===== src/rtl/id_stage_pipe.sv =====
// ---------------------------------------------------------------------------
// IdStagePipe (module id_stage_pipe)
//
// Instruction-decode pipeline stage with an integrated register file.
// It accepts one 32-bit RISC-V style instruction per cycle over a
// valid/ready handshake. For each accepted instruction it decodes the
// fields, builds the immediate, flags illegal encodings and reads both
// source operands. The results are held in a single output register slice
// that is drained by a downstream valid/ready handshake.
//
// Parameters
//   XLEN   operand / immediate width (32 or 64)
//   NREGS  architectural register count (16 or 32)
//
// Ports
//   clk          rising-edge clock for all state
//   rst          synchronous, active-low reset
//   in_valid     upstream instruction valid
//   in_ready     upstream ready (combinational: !out_valid || out_ready)
//   instruction  32-bit instruction word
//   wb_en        writeback enable
//   wb_addr      writeback register index
//   wb_data      writeback value
//   flush        discard the held instruction and refuse capture this cycle
//   out_valid    downstream valid
//   out_ready    downstream ready
//   rs1_data     registered source operand 1 (zero when illegal)
//   rs2_data     registered source operand 2 (zero when illegal)
//   imm_data     registered sign-extended immediate
//   rd           registered destination index (instruction[11:7])
//   opcode       registered opcode (instruction[6:0])
//   illegal      registered illegal-instruction flag
//
// Optional feature
//   ID_STAGE_BYPASS_EN  when defined, a writeback that hits a source
//   register being captured forwards wb_data into the operand, and a
//   writeback that hits a source of the held (stalled) instruction
//   refreshes that held operand. When undefined, a same-cycle collision
//   returns the pre-write register value and held operands never change.
// ---------------------------------------------------------------------------
module id_stage_pipe #(
    parameter int XLEN  = 32,
    parameter int NREGS = 32
) (
    input  logic            clk,
    input  logic            rst,
    input  logic            in_valid,
    output logic            in_ready,
    input  logic [31:0]     instruction,
    input  logic            wb_en,
    input  logic [4:0]      wb_addr,
    input  logic [XLEN-1:0] wb_data,
    input  logic            flush,
    output logic            out_valid,
    input  logic            out_ready,
    output logic [XLEN-1:0] rs1_data,
    output logic [XLEN-1:0] rs2_data,
    output logic [XLEN-1:0] imm_data,
    output logic [4:0]      rd,
    output logic [6:0]      opcode,
    output logic            illegal
);

    localparam int AW = $clog2(NREGS);

    typedef enum logic [2:0] {
        FMT_NONE,
        FMT_I,
        FMT_S,
        FMT_B,
        FMT_J,
        FMT_U
    } immFmt_t;

    logic [XLEN-1:0] r_regs [NREGS];

    logic            r_outValid;
    logic [XLEN-1:0] r_rs1Data;
    logic [XLEN-1:0] r_rs2Data;
    logic [XLEN-1:0] r_immData;
    logic [4:0]      r_rd;
    logic [6:0]      r_opcode;
    logic            r_illegal;

`ifdef ID_STAGE_BYPASS_EN
    logic [4:0]      r_rs1Idx;
    logic [4:0]      r_rs2Idx;
`endif

    logic [6:0]        w_opcode;
    logic [4:0]        w_rs1;
    logic [4:0]        w_rs2;
    logic [4:0]        w_rd;
    immFmt_t           w_fmt;
    logic              w_opLegal;
    logic              w_illegal;
    logic signed [31:0] w_imm32;
    logic [XLEN-1:0]   w_imm;
    logic [XLEN-1:0]   w_rs1Data;
    logic [XLEN-1:0]   w_rs2Data;
    logic              w_wbWrite;
    logic              w_capture;

    // True when a 5-bit register index names an existing register.
    function automatic logic inRange(input logic [4:0] idx);
        return int'(idx) < NREGS;
    endfunction

    assign w_opcode = instruction[6:0];
    assign w_rd     = instruction[11:7];
    assign w_rs1    = instruction[19:15];
    assign w_rs2    = instruction[24:20];

    // The stage can take a new instruction whenever its slice is empty or
    // is being drained this very cycle. Flush vetoes the capture itself
    // but does not lower in_ready.
    assign in_ready  = !r_outValid || out_ready;
    assign w_capture = in_valid && in_ready && !flush;

    // Writes to x0 or to indices beyond the register file are dropped.
    assign w_wbWrite = wb_en && (wb_addr != 5'd0) && inRange(wb_addr);

    // Opcode classification: which opcodes are legal and which immediate
    // layout each one uses. R-type is legal but carries no immediate.
    always_comb begin
        w_fmt     = FMT_NONE;
        w_opLegal = 1'b1;
        case (w_opcode)
            7'b0110011: w_fmt = FMT_NONE;
            7'b0010011,
            7'b0000011,
            7'b1100111: w_fmt = FMT_I;
            7'b0100011: w_fmt = FMT_S;
            7'b1100011: w_fmt = FMT_B;
            7'b1101111: w_fmt = FMT_J;
            7'b0110111,
            7'b0010111: w_fmt = FMT_U;
            default:    w_opLegal = 1'b0;
        endcase
    end

    // Register-field checks apply to every format, so an encoding that
    // merely has unused high bits in a register slot is still rejected on
    // a 16-register configuration.
    assign w_illegal = !w_opLegal
                     || (instruction[1:0] != 2'b11)
                     || !inRange(w_rs1)
                     || !inRange(w_rs2)
                     || !inRange(w_rd);

    // Immediate assembly in 32 bits, then sign extension to XLEN.
    always_comb begin
        w_imm32 = '0;
        case (w_fmt)
            FMT_I:   w_imm32 = {{20{instruction[31]}}, instruction[31:20]};
            FMT_S:   w_imm32 = {{20{instruction[31]}}, instruction[31:25],
                                instruction[11:7]};
            FMT_B:   w_imm32 = {{19{instruction[31]}}, instruction[31],
                                instruction[7], instruction[30:25],
                                instruction[11:8], 1'b0};
            FMT_J:   w_imm32 = {{11{instruction[31]}}, instruction[31],
                                instruction[19:12], instruction[20],
                                instruction[30:21], 1'b0};
            FMT_U:   w_imm32 = {instruction[31:12], 12'b0};
            default: w_imm32 = '0;
        endcase
    end

    assign w_imm = XLEN'(w_imm32);

    // Operand read. x0 and out-of-range indices read zero, and an illegal
    // instruction presents zero operands. With bypass enabled, a write
    // landing on the same register in this cycle is forwarded.
    always_comb begin
        w_rs1Data = '0;
        w_rs2Data = '0;
        if (!w_illegal) begin
            if (w_rs1 != 5'd0) begin
                w_rs1Data = r_regs[w_rs1[AW-1:0]];
            end
            if (w_rs2 != 5'd0) begin
                w_rs2Data = r_regs[w_rs2[AW-1:0]];
            end
`ifdef ID_STAGE_BYPASS_EN
            if (w_wbWrite && (wb_addr == w_rs1)) begin
                w_rs1Data = wb_data;
            end
            if (w_wbWrite && (wb_addr == w_rs2)) begin
                w_rs2Data = wb_data;
            end
`endif
        end
    end

    // Register file. Reset clears every entry; the writeback port is
    // ignored during reset but otherwise always commits, including in
    // flush and stall cycles.
    always_ff @(posedge clk) begin
        if (!rst) begin
            for (int i = 0; i < NREGS; i++) begin
                r_regs[i] <= '0;
            end
        end else if (w_wbWrite) begin
            r_regs[wb_addr[AW-1:0]] <= wb_data;
        end
    end

    // Output slice. Flush beats capture; a capture reloads the slice even
    // while the previous contents are being drained; otherwise a drain
    // empties it and a stall holds it (optionally refreshing operands).
    always_ff @(posedge clk) begin
        if (!rst) begin
            r_outValid <= 1'b0;
            r_rs1Data  <= '0;
            r_rs2Data  <= '0;
            r_immData  <= '0;
            r_rd       <= '0;
            r_opcode   <= '0;
            r_illegal  <= 1'b0;
`ifdef ID_STAGE_BYPASS_EN
            r_rs1Idx   <= '0;
            r_rs2Idx   <= '0;
`endif
        end else if (flush) begin
            r_outValid <= 1'b0;
        end else if (w_capture) begin
            r_outValid <= 1'b1;
            r_rs1Data  <= w_rs1Data;
            r_rs2Data  <= w_rs2Data;
            r_immData  <= w_imm;
            r_rd       <= w_rd;
            r_opcode   <= w_opcode;
            r_illegal  <= w_illegal;
`ifdef ID_STAGE_BYPASS_EN
            r_rs1Idx   <= w_rs1;
            r_rs2Idx   <= w_rs2;
`endif
        end else if (out_ready) begin
            r_outValid <= 1'b0;
        end
`ifdef ID_STAGE_BYPASS_EN
        else if (r_outValid && !r_illegal && w_wbWrite) begin
            if (wb_addr == r_rs1Idx) begin
                r_rs1Data <= wb_data;
            end
            if (wb_addr == r_rs2Idx) begin
                r_rs2Data <= wb_data;
            end
        end
`endif
    end

    assign out_valid = r_outValid;
    assign rs1_data  = r_rs1Data;
    assign rs2_data  = r_rs2Data;
    assign imm_data  = r_immData;
    assign rd        = r_rd;
    assign opcode    = r_opcode;
    assign illegal   = r_illegal;

endmodule


===== config.mk =====
export PLATFORM = sky130hd
export DESIGN_NAME = id_stage_pipe
export DESIGN_NICKNAME = d
export VERILOG_FILES = /design/src/rtl/id_stage_pipe.sv
export SDC_FILE = /design/constraint.sdc
export NUM_CORES = 2
export LEC_CHECK = 0
export BUFFER_PORTS_ARGS = -buffer_cell sky130_fd_sc_hd__buf_2
export CAP_MARGIN = 0
export CORE_UTILIZATION = 40
export DETAILED_ROUTE_END_ITERATION = 12
export HOLD_SLACK_MARGIN = 0.02
export PLACE_DENSITY = 0.62
export RECOVER_POWER = 25
export SKIP_CTS_REPAIR_TIMING = 1
export SYNTH_ARGS = -nofsm -noshare
export SYNTH_HDL_FRONTEND = slang
export SYNTH_SLANG_ARGS = --single-unit

===== constraint.sdc =====
create_clock -name clk -period 6.4 [get_ports clk]
set_input_delay 0.64 -clock clk [delete_from_list [all_inputs] [get_ports clk]]
set_output_delay 0.64 -clock clk [all_outputs]
set_load 0.03 [all_outputs]

# Word level (Yosys, flattened, before mapping)
# Memory sizes are Yosys's and may differ from the RTL's.
# Cells that the tools add are included.
[classes]
n_eq_ne = 15
muxes = 16
bitwise_logic = 2
n_reduce_logical = 18
[op_table]
columns = ["cell", "n"]
rows = [
  ["$mux W32", 5],
  ["$pmux W32 S5", 1],
  ["$reduce_or A32 Y1", 1],
  ["$eq A7 B6 Y1 const B", 3],
  ["$eq A7 B7 Y1 const B", 3],
  ["$pmux W3 S5", 1],
  ["$reduce_bool A5 Y1", 3],
  ["$eq A7 B5 Y1 const B", 2],
  ["$reduce_or A9 Y1", 1],
  ["$mux W1", 8],
  ["$eq A7 B2 Y1 const B", 1],
  ["$eq A3 B2 Y1 const B", 2],
  ["$eq A3 B3 Y1 const B", 2],
  ["$mux W5", 1],
  ["$reduce_or A2 Y1", 2],
  ["$eq A3 B1 Y1 const B", 1],
  ["$logic_and A1 B1 Y1", 3],
  ["$logic_not A1 Y1", 3],
  ["$reduce_or A3 Y1", 1],
  ["$logic_or A1 B1 Y1", 2],
  ["$ne A2 B2 Y1 const B", 1],
  ["$not A1 Y1", 2],
  ["$reduce_and A2 Y1", 1],
  ["$reduce_bool A2 Y1", 1],
]
[word_totals]
ff_bits = 110
ram_bits = 1024
inputBits = 75
output_inout_bits = 111
word_cells = 59
n_memories = 1
[mem_list]
columns = ["memory", "words", "width", "rd", "rd_ports_with_merged_regs", "wr", "line", "source"]
rows = [
  ["r_regs", 32, 32, 2, 0, 32, "75", "logic [XLEN-1:0] r_regs [NREGS];"],
]

# Logic depth before layout (Yosys ltp)
[logic_depth]
word_depth = 7
depth_mapped = 11
depth_no_buf = 6

# Least setup slack after synthesis
# OpenSTA, ideal clock, no wires.
[synth_path]
kind = "in2reg"
start = "input port rst"
end = "memory r_regs[12][0], enable pin"
t_arrival_ps = 3668
required_ps = 5934
path_slack_ps = 2266
stages = 6
n_path_buf = 2
path_cell_list = "clkbuf_1 -> nand2_1 -> nor3_1 -> nand2_1 -> clkbuf_1 -> o21ai_0"
[synth_rtl]
columns = ["item", "line", "source"]
rows = [
  ["start: declaration", "46", "input logic rst,"],
  ["end: declaration", "75", ""],
]

==> flow_summary.yaml <==
yosys:
  yosys_warnings: 0
  yosys.area.top_type: "edfxtp_1"
  yosysTopAreaCellShare_pct: 52.42
  synthesis.area_um2: 58660
  syn_area_per_cell_um2: 13.67
  yosys.cell_types.count: 63
  async_flop_share_pct: 0
  ys_top_cells_by_area: "edfxtp_1 52%, mux4_2 13%, and2_1 11%"
  ys_seq_area_share_pct: 56.17
  synth-edff-count: 1024
  syn_inst: 4291
  ys_ff_latch: 1134
  ys.flop_type: "edfxtp_1"
floorplanning:
  dieArea_um2: 148200
  rows: 140
  die_h_um: 385.0
  coreArea_um2: 145600
  io_pins: 186
  die_x_um: 385.0
  start_util_pct: 40.30
cts:
  clock_sinks: 1134
  cts_buffers: 121
  cts_root_buf: "clkbuf_16"
  cts_tree: "built"
  insertion_delay_ps: 770
  htree_levels: 3
  clockBufferDepth: 3
  path_clk_slew_ps: 60
placement:
  io_buffers: 185
  place_congestion: 0.8739
  dp_hpwl_um: 123900
  dpl.cell_count: 6105
sta:
  fin_hold_ws_ps: 109.5
  clock_skew_ps: 26.00
  fin_crit_sh_pct: 71.84
  setup-violations-final: 0
  tightest_slew_ps: 2942
  fin_crit_ps: 4597
  hold_viol_final: 0
  fmax_mhz: 217.5
  relSlewSlack_pct: -96.12
  fin_tns_setup_ps: 0
  rsz0062_at_grt: "no"
  drv_slew: 403
critical_path:
  start_kind: "primary input"
  rrSetupSlack_ps: 3600
  crit_required_ps: 7000
  cp.arrival_ps: 5200
  ff2ff_path_depth: 7
  r2r_end: "rs1_data[18]"
  cp_common_cell: "clkbuf_1"
  crit_path_max_fanout: 32
  cp_slowest_stage_delay_ps: 2100
  r2r-start: "out_valid"
  crit_path_end_kind: "flip-flop"
  crit_start: "rst"
  cp_slowest_cell: "clkbuf_1"
  path_class: "primary input to flip-flop"
  crit_chain: "clkbuf_1 -> nand4b_1 -> clkbuf_1 -> nor2_4 -> clkbuf_1 -> and2_1"
layout:
  drive_above_1_share_pct: 20.52
  instances_no_fill: 6344
  nets: 4387
  area_growth_pct: 12.19
global_routing:
  first_global_vias: 38427
  grt_overflow: 0
  grt_pass1_wl_um: 294500
  grt_max_degree: 130
  antenna_found_initial: 23
  grt_use_total_pct: 28.19
power_and_ir_drop:
  vdd_drop_max_mv: 0.2085
  finalPower_mw: 17.88
  total_leakage_power_nw: 23.22
  power_density_nw_per_um2: 271.8
routing:
  drt_first_pass_iters: 6
  drtIter0Drc: 5244
  drc: 0
  detail-route-antenna-nets: 0
  num_vias: 40202
  viasPerCell: 6.337
  routed_wl_um: 212000
  wire_per_inst_um: 33.41
worst_hold_path:
  hp-class: "primary input to flip-flop"
  hold-path-cell-count: 2
  min_to: "out_valid"
  min-delay-start: "flush"
flow_run:
  cap_violations: 18
run_status:
  violations: "max-capacitance violations, max-slew violations"
  status: "finished, violations left"
[cells in the mapped netlist (7+ instances only)]
cell type / instances
mux4_2: 346
a221o_1: 22
a22o_1: 10
and2_1: 995
or3_1: 10
dfxtp_1: 110
nand3_1: 49
mux2i_1: 381
buf_4: 36
a221oi_1: 141
o21a_1: 10
nand2_1: 160
mux2_2: 12
o211ai_1: 21
nor2_1: 142
nor2b_1: 8
buf_1: 18
a31oi_1: 11
a21o_1: 8
a21oi_1: 103
clkbuf_1: 307
nor3_1: 19
a22oi_1: 57
o22a_1: 23
o22ai_1: 8
buf_2: 55
edfxtp_1: 1024
o21ai_0: 115
buf_6: 13
a311oi_1: 7
[where the power goes]
group | switching (mW) | total (mW) | leakage, nW | internal (mW)
clock network | 3.09 | 7.30 | 2.02 | 4.21
registers | 0.201 | 8.65 | 10.6 | 8.45
logic | 1.21 | 1.93 | 10.6 | 0.715
total | 4.51 | 17.9 | 23.2 | 13.4
[logic make-up (layout without fill, tap and decap cells)]
kind of cell,count (synthesis),after routing,synth area share (%)
other cells,1,38,0.006393
simple gates,1410,1410,13.64
mux,739,739,20.02
flops,1134,1134,56.17
compound gates,565,565,6.800
buf+inv,442,541,3.366
[state kept, by name, indices dropped and copies added (netlist names)]
register	flops
illegal	1
imm_data	32
opcode	7
out_valid	1
r_regs	1024
rd	5
rs1_data	32
rs2_data	32
[area by class of cell]
cell class | instances | area (um^2)
Fill cell | 12818 | 79760
Sequential cell | 1134 | 32950
Multi-Input combinational cell | 2746 | 24420
Clock buffer | 161 | 3362
Tap cell | 1917 | 2399
Timing Repair Buffer | 299 | 1897
Clock inverter | 71 | 723.2
Inverter | 10 | 43.79
Antenna cell | 6 | 15.01
[layout by cell type (no fill, tap or decap), drive strengths merged, types with 20 or more instances in the layout]
cell and count:
a21oi 103, a221o 22, a221oi 141, a22oi 57, and2 996, buf 280, clkbuf 180, clkinv 50
conb 32, dfxtp 110, edfxtp 1024, mux2i 381, mux4 346, nand2 160, nand3 49, nor2 143
nor3 20, o211ai 22, o21ai 116, o22a 23
[routing by layer]
metal | share of wire (%) | up-vias | global-route usage (%)
met4 | 4.3 | 16 | 11.04
met3 | 11 | 475 | 6.553
met2 | 45 | 2749 | 43.23
li1 | - | 16317 | -
met5 | 0.048 | - | 0
met1 | 39 | 20645 | 38.72
[worst max path at each step]
stage,cells past startpoint,end,slack [ps]
6_report,6,r_regs[29][31],1800
5_1_grt,6,r_regs[29][31],1770
4_1_cts,7,rs1_data[8],3290
3_5_place_dp,7,rs1_data[8],2480
3_3_place_gp,7,rs1_data[8],2530
2_1_floorplan,6,r_regs[12][0],2270
[per-stage QoR]
stage	setup WS [ps]	cell area, um^2	util (%)
2_1_floorplan	2266	58780	-
3_3_place_gp	2526	61850	42.49
3_5_place_dp	2481	61850	42.49
4_1_cts	3287	65930	45.29
5_1_grt	1768	65800	45.20
6_report	1803	65810	45.21
[critical path, delay by kind of cell]
family	cells	cell delay (ps)
buffers and inverters	3	3750
and+or+nand+nor	3	750
Power figures use the tool's default switching activity.
